File: config.mk
export PLATFORM = sky130hd
export DESIGN_NAME = multicycle_control
export DESIGN_NICKNAME = d
export VERILOG_FILES = /design/src/rtl/multicycle_control.sv
export SDC_FILE = /design/constraint.sdc
export NUM_CORES = 1
export LEC_CHECK = 0
export ABC_AREA = 1
export BUFFER_PORTS_ARGS = -buffer_cell sky130_fd_sc_hd__buf_2
export CAP_MARGIN = 15
export CORE_ASPECT_RATIO = 1.4
export CORE_MARGIN = 2
export CORE_UTILIZATION = 45
export CTS_CLUSTER_SIZE = 20
export DETAILED_ROUTE_END_ITERATION = 10
export HOLD_SLACK_MARGIN = 0.03
export PLACE_DENSITY = 0.7
export SKIP_CTS_REPAIR_TIMING = 1
export SLEW_MARGIN = 0
export SYNTH_ARGS = -nofsm -noshare
export SYNTH_HDL_FRONTEND = slang
export SYNTH_SLANG_ARGS = --single-unit
File: constraint.sdc
create_clock -name clk -period 2.15 [get_ports clk]
set_clock_uncertainty 0.2 [all_clocks]
set_input_delay 0.3225 -clock clk [delete_from_list [all_inputs] [get_ports clk]]
set_output_delay 0.3225 -clock clk [all_outputs]
set_load 0.1 [all_outputs]
File: src/rtl/multicycle_control.sv
// Multi-cycle FETCH/DECODE/EXEC/MEM/WB sequencer for the RV64I datapath with shared-memory handshake.
// Optional PERF_CNT_EN adds free-running cycle_count / instret_count outputs.
module multicycle_control #(
  parameter int MEM_TIMEOUT = 255,
  parameter int TO_W        = 8
) (
  input  logic        clk,
  input  logic        reset,
  input  logic [6:0]  OpCode,
  input  logic        Zero,
  input  logic        mem_ready,
  output logic        mem_req,
  output logic        mem_ifetch,
  output logic        IRWrite,
  output logic        PCWrite,
  output logic        PCSrc,
  output logic        ALUSrc,
  output logic        MemtoReg,
  output logic        RegWrite,
  output logic        MemRead,
  output logic        MemWrite,
  output logic        Branch,
  output logic [1:0]  ALUOp,
  output logic        instr_done,
  output logic        trap,
  output logic [1:0]  trap_cause,
  output logic [2:0]  state
`ifdef PERF_CNT_EN
  ,
  output logic [63:0] cycle_count,
  output logic [63:0] instret_count
`endif
);

  typedef enum logic [2:0] {
    S_FETCH  = 3'd0,
    S_DECODE = 3'd1,
    S_EXEC   = 3'd2,
    S_MEM    = 3'd3,
    S_WB     = 3'd4,
    S_TRAP   = 3'd7
  } state_t;

  localparam logic [6:0] OP_R  = 7'b0110011;
  localparam logic [6:0] OP_I  = 7'b0010011;
  localparam logic [6:0] OP_LD = 7'b0000011;
  localparam logic [6:0] OP_ST = 7'b0100011;
  localparam logic [6:0] OP_BR = 7'b1100011;

  localparam logic [1:0] CAUSE_ILLEGAL = 2'b01;
  localparam logic [1:0] CAUSE_TIMEOUT = 2'b10;

  localparam logic [TO_W-1:0] TO_MAX = TO_W'(MEM_TIMEOUT);
  localparam logic [TO_W-1:0] TO_SAT = {TO_W{1'b1}};
  localparam logic [TO_W-1:0] TO_ONE = {{(TO_W-1){1'b0}}, 1'b1};

  state_t          state_r;
  state_t          state_nxt_s;
  logic [TO_W-1:0] wcnt_r;
  logic [1:0]      cause_r;
  logic [1:0]      cause_nxt_s;
  logic            timeout_s;

  assign timeout_s  = (MEM_TIMEOUT != 0) && (wcnt_r == TO_MAX) && !mem_ready;
  assign state      = state_r;
  assign trap_cause = cause_r;

  // Next-state and strobe decode; everything stays low while reset is held.
  always_comb begin
    state_nxt_s = state_r;
    cause_nxt_s = 2'b00;
    mem_req     = 1'b0;
    mem_ifetch  = 1'b0;
    IRWrite     = 1'b0;
    PCWrite     = 1'b0;
    PCSrc       = 1'b0;
    ALUSrc      = 1'b0;
    MemtoReg    = 1'b0;
    RegWrite    = 1'b0;
    MemRead     = 1'b0;
    MemWrite    = 1'b0;
    Branch      = 1'b0;
    ALUOp       = 2'b00;
    instr_done  = 1'b0;
    trap        = 1'b0;
    if (!reset) begin
      case (state_r)
        S_FETCH: begin
          mem_req    = 1'b1;
          mem_ifetch = 1'b1;
          MemRead    = 1'b1;
          if (mem_ready) begin
            IRWrite     = 1'b1;
            state_nxt_s = S_DECODE;
          end else if (timeout_s) begin
            state_nxt_s = S_TRAP;
            cause_nxt_s = CAUSE_TIMEOUT;
          end else begin
            state_nxt_s = S_FETCH;
          end
        end
        S_DECODE: begin
          case (OpCode)
            OP_R, OP_I, OP_LD, OP_ST, OP_BR: state_nxt_s = S_EXEC;
            default: begin
              state_nxt_s = S_TRAP;
              cause_nxt_s = CAUSE_ILLEGAL;
            end
          endcase
        end
        S_EXEC: begin
          case (OpCode)
            OP_R: begin
              ALUOp       = 2'b10;
              state_nxt_s = S_WB;
            end
            OP_I: begin
              ALUSrc      = 1'b1;
              ALUOp       = 2'b10;
              state_nxt_s = S_WB;
            end
            OP_LD, OP_ST: begin
              ALUSrc      = 1'b1;
              ALUOp       = 2'b00;
              state_nxt_s = S_MEM;
            end
            OP_BR: begin
              ALUOp       = 2'b01;
              Branch      = 1'b1;
              PCWrite     = 1'b1;
              PCSrc       = Zero;
              instr_done  = 1'b1;
              state_nxt_s = S_FETCH;
            end
            default: begin
              state_nxt_s = S_TRAP;
              cause_nxt_s = CAUSE_ILLEGAL;
            end
          endcase
        end
        S_MEM: begin
          case (OpCode)
            OP_LD: begin
              mem_req = 1'b1;
              MemRead = 1'b1;
              if (mem_ready) begin
                state_nxt_s = S_WB;
              end else if (timeout_s) begin
                state_nxt_s = S_TRAP;
                cause_nxt_s = CAUSE_TIMEOUT;
              end else begin
                state_nxt_s = S_MEM;
              end
            end
            OP_ST: begin
              mem_req  = 1'b1;
              MemWrite = 1'b1;
              if (mem_ready) begin
                PCWrite     = 1'b1;
                instr_done  = 1'b1;
                state_nxt_s = S_FETCH;
              end else if (timeout_s) begin
                state_nxt_s = S_TRAP;
                cause_nxt_s = CAUSE_TIMEOUT;
              end else begin
                state_nxt_s = S_MEM;
              end
            end
            default: begin
              state_nxt_s = S_TRAP;
              cause_nxt_s = CAUSE_ILLEGAL;
            end
          endcase
        end
        S_WB: begin
          RegWrite    = 1'b1;
          MemtoReg    = (OpCode == OP_LD);
          PCWrite     = 1'b1;
          instr_done  = 1'b1;
          state_nxt_s = S_FETCH;
        end
        S_TRAP: begin
          trap        = 1'b1;
          state_nxt_s = S_TRAP;
        end
        default: begin
          state_nxt_s = S_TRAP;
          cause_nxt_s = CAUSE_ILLEGAL;
        end
      endcase
    end else begin
      state_nxt_s = S_FETCH;
    end
  end

  // State register.
  always_ff @(posedge clk or posedge reset) begin
    if (reset) begin
      state_r <= S_FETCH;
    end else begin
      state_r <= state_nxt_s;
    end
  end

  // Trap cause captured only on the transition into TRAP, so it can never be overwritten.
  always_ff @(posedge clk or posedge reset) begin
    if (reset) begin
      cause_r <= 2'b00;
    end else if ((state_r != S_TRAP) && (state_nxt_s == S_TRAP)) begin
      cause_r <= cause_nxt_s;
    end else begin
      cause_r <= cause_r;
    end
  end

  // Memory wait counter: cleared on entry to FETCH/MEM, saturating count of stalled request cycles.
  always_ff @(posedge clk or posedge reset) begin
    if (reset) begin
      wcnt_r <= {TO_W{1'b0}};
    end else if ((state_nxt_s != state_r) &&
                 ((state_nxt_s == S_FETCH) || (state_nxt_s == S_MEM))) begin
      wcnt_r <= {TO_W{1'b0}};
    end else if (mem_req && !mem_ready && (wcnt_r != TO_SAT)) begin
      wcnt_r <= wcnt_r + TO_ONE;
    end else begin
      wcnt_r <= wcnt_r;
    end
  end

`ifdef PERF_CNT_EN
  // Performance counters, frozen once the core has trapped.
  always_ff @(posedge clk or posedge reset) begin
    if (reset) begin
      cycle_count   <= 64'd0;
      instret_count <= 64'd0;
    end else if (!trap) begin
      cycle_count   <= cycle_count + 64'd1;
      instret_count <= instret_count + {63'd0, instr_done};
    end else begin
      cycle_count   <= cycle_count;
      instret_count <= instret_count;
    end
  end
`endif

endmodule

==> impl_metrics.toml <==
[worst_hold_path]
hold_path.class = "in -> async"

[yosys]
yosysSeqAreaShare = 0.284
syn_avg_cell_area_um2 = 6.59
yosys-top-cells-area = "dfrtp_1, nand2_1, inv_1, nand3_1, nor2_1"
synth_common_cells = "nand2_1, inv_1, nor2_1"
synthesis.nets = 186
synth_seq_cells = 13
synth_ff_type = "dfrtp_1"
synth.largest_area_cell = "dfrtp_1"
yosysUniqueCellTypes = 30
yosysWarnings = 0
synth_top_area_frac = 0.284
synth_area_mm2 = 0.00115
synth_enable_flop_cells = 0
yosysMostFrequentCell = "nand2_1"
synth_cells = 174
async_flop_share = 1.00

[clock_tree]
clock-sinks = 13
path_clk_slew_ps = 80
cts-root-buf = "clkbuf_4"
clock_latency_ps = 280
cts_tree = "built"
cts_buffers = 3
cts.path.max_buffers = 2
cts_htree_levels = 1

[cells_and_area]
diodes = 0
instances_no_fill = 258
num-nets-final = 237
drive_gt1_frac = 0.509
n_fill_cell = 164
synthToLayoutAreaGrowth_pct = 68.1

[floorplan]
core_mm2 = 0.00242
dieWidth_um = 46.7
start_util = 0.474
die_h_um = 63.7
rows = 21
ios = 31
die-area_mm2 = 0.00297

[sta]
setup_viol = 20
slew-limit-headroom = 0.664
rsz0062_at_grt = "true"
whs_ps = 102
finalCriticalPeriod_ps = 2270
post-route-period-util = 1.05
worst_pin_slew_ps = 504
max_freq_mhz = 441
hold_viol_final = 0
fin_ws_ps = -118
drv_slew = 0

[global_route]
globalRouteOverflowTotal = 0
antenna_found_initial = 0
grt_pass1_vias = 1231
grt_usage = 0.221
grt_pass1_wl_mm = 4.97
grt_max_degree = 21

[drt]
drt_drc_violations_left = 0
drt_iter0_markers = 32
vias = 1341
wire_per_inst_um = 12.2
final_antenna_net_count = 0
firstDrtPassIters = 4
vias_per_cell = 5.20
wl_mm = 3.15

[flow_run]
max-cap-violations = 0

[outcome]
violations = "setup timing"
status = "finished, violations left"

[critical_path]
crit_path_top_delay_cell = "dfrtp_4"
crit_required_ps = 1630
cpPeakStageDelay_ps = 510
endpoint_kind = "primary output"
crit_type = "reg -> out"
path_cells = "buf_4 -> nor2_4 -> nand4_1 -> a31oi_4 -> buf_12"
cp-start-kind = "register"
worstPathMaxFanout = 5
cp_data_arrival_time_ps = 1750

[placement]
routabilityCongestion = 0.806
hpwlAfterDp_mm = 2.33
dp_cells = 243
portBuffers = 30

[power_and_ir_drop]
power_density_mw_per_mm2 = 1320
leakage_nw = 0.929
vdd_drop_max_mv = 0.881
[flip-flops by register name, indices dropped and copies added (netlist names)]
register	count
state	3
wcnt_r	8
trap_cause	2
[cell usage in the layout, fill, tap and decap left out, types with 7 or more instances in the layout]
master,count
nand2_1,35
inv_1,20
buf_4,18
buf_2,15
buf_12,14
nand3_1,13
nand2_2,12
dfrtp_1,10
nor2_2,8
nor2_1,8
a21oi_2,8
nor2_4,7
nand4_1,7
[worst paths after layout]
| check | slack, ps | from | end | depth (start not counted) |
|---|---|---|---|---|
| setup / recovery | -120 | state[2]$_DFF_PP0_ | PCWrite | 5 |
| hold / removal | 100 | reset | wcnt_r[6]$_DFFE_PP0P_ | 3 |
| setup reg to reg | -70 | state[2]$_DFF_PP0_ | wcnt_r[4]$_DFFE_PP0P_ | 11 |
| hold reg to reg | 270 | trap_cause[0]$_DFFE_PP0P_ | trap_cause[0]$_DFFE_PP0P_ | 2 |
| max in group asynchronous | 1410 | reset | state[2]$_DFF_PP0_ | 3 |
| min in group clk | 270 | trap_cause[0]$_DFFE_PP0P_ | trap_cause[0]$_DFFE_PP0P_ | 2 |
[final cells by class]
class                      instances  area [µm²]  share of cell area
sequential                        13         337               0.175
multi-input combinational        129         898               0.466
timing repair buffer              49         509               0.264
clock buffer                       4        26.3              0.0136
tap                               34        42.5              0.0221
inverter                          29         114              0.0591
[worst max-delay path, delay by kind of cell, from the launching register on]
| kind | cells | cell delay, ps |
|---|---|---|
| flops | 1 | 510 |
| compound gates | 1 | 270 |
| simple gates | 2 | 310 |
| buf+inv | 2 | 380 |
[metal layers]
metal  vias to the layer above  track usage  part of all wire
met4                         0        0.104            0.0054
met1                       635        0.259              0.39
met2                        35        0.384              0.57
met3                         2       0.0172             0.036
li1                        669            -                 -
met5                         -            0                 0
[per-stage QoR]
step / setup TNS (ps) / power [mW] / util / instance area [µm²] / setup WS [ps]
final: -1210 / 2.55 / 0.797 / 1930 / -118
after global routing: -2340 / 2.68 / 0.797 / 1930 / -188
after CTS: -1780 / 2.22 / 0.719 / 1740 / -230
after floorplan: -8750 / 1.63 / - / 1280 / -631
after detailed placement: -9.27 / 2.06 / 0.709 / 1710 / -9.27
after global placement: 0 / 2.03 / 0.709 / 1710 / 82.0
[where the power goes]
part           switching [mW]  internal (mW)
clock                  0.0813         0.0721
combinational            1.41          0.608
sequential             0.0602          0.311
[cell families (layout without fill, tap and decap cells)]
logic type	Yosys count	after routing	share of synthesized area
simple gates	105	105	0.456
buf+inv	32	82	0.111
compound gates	19	19	0.107
flops	13	13	0.284
xor+xnor	4	4	0.0306
fa+ha+maj	1	1	0.0109
Power figures use the tool's default switching activity.
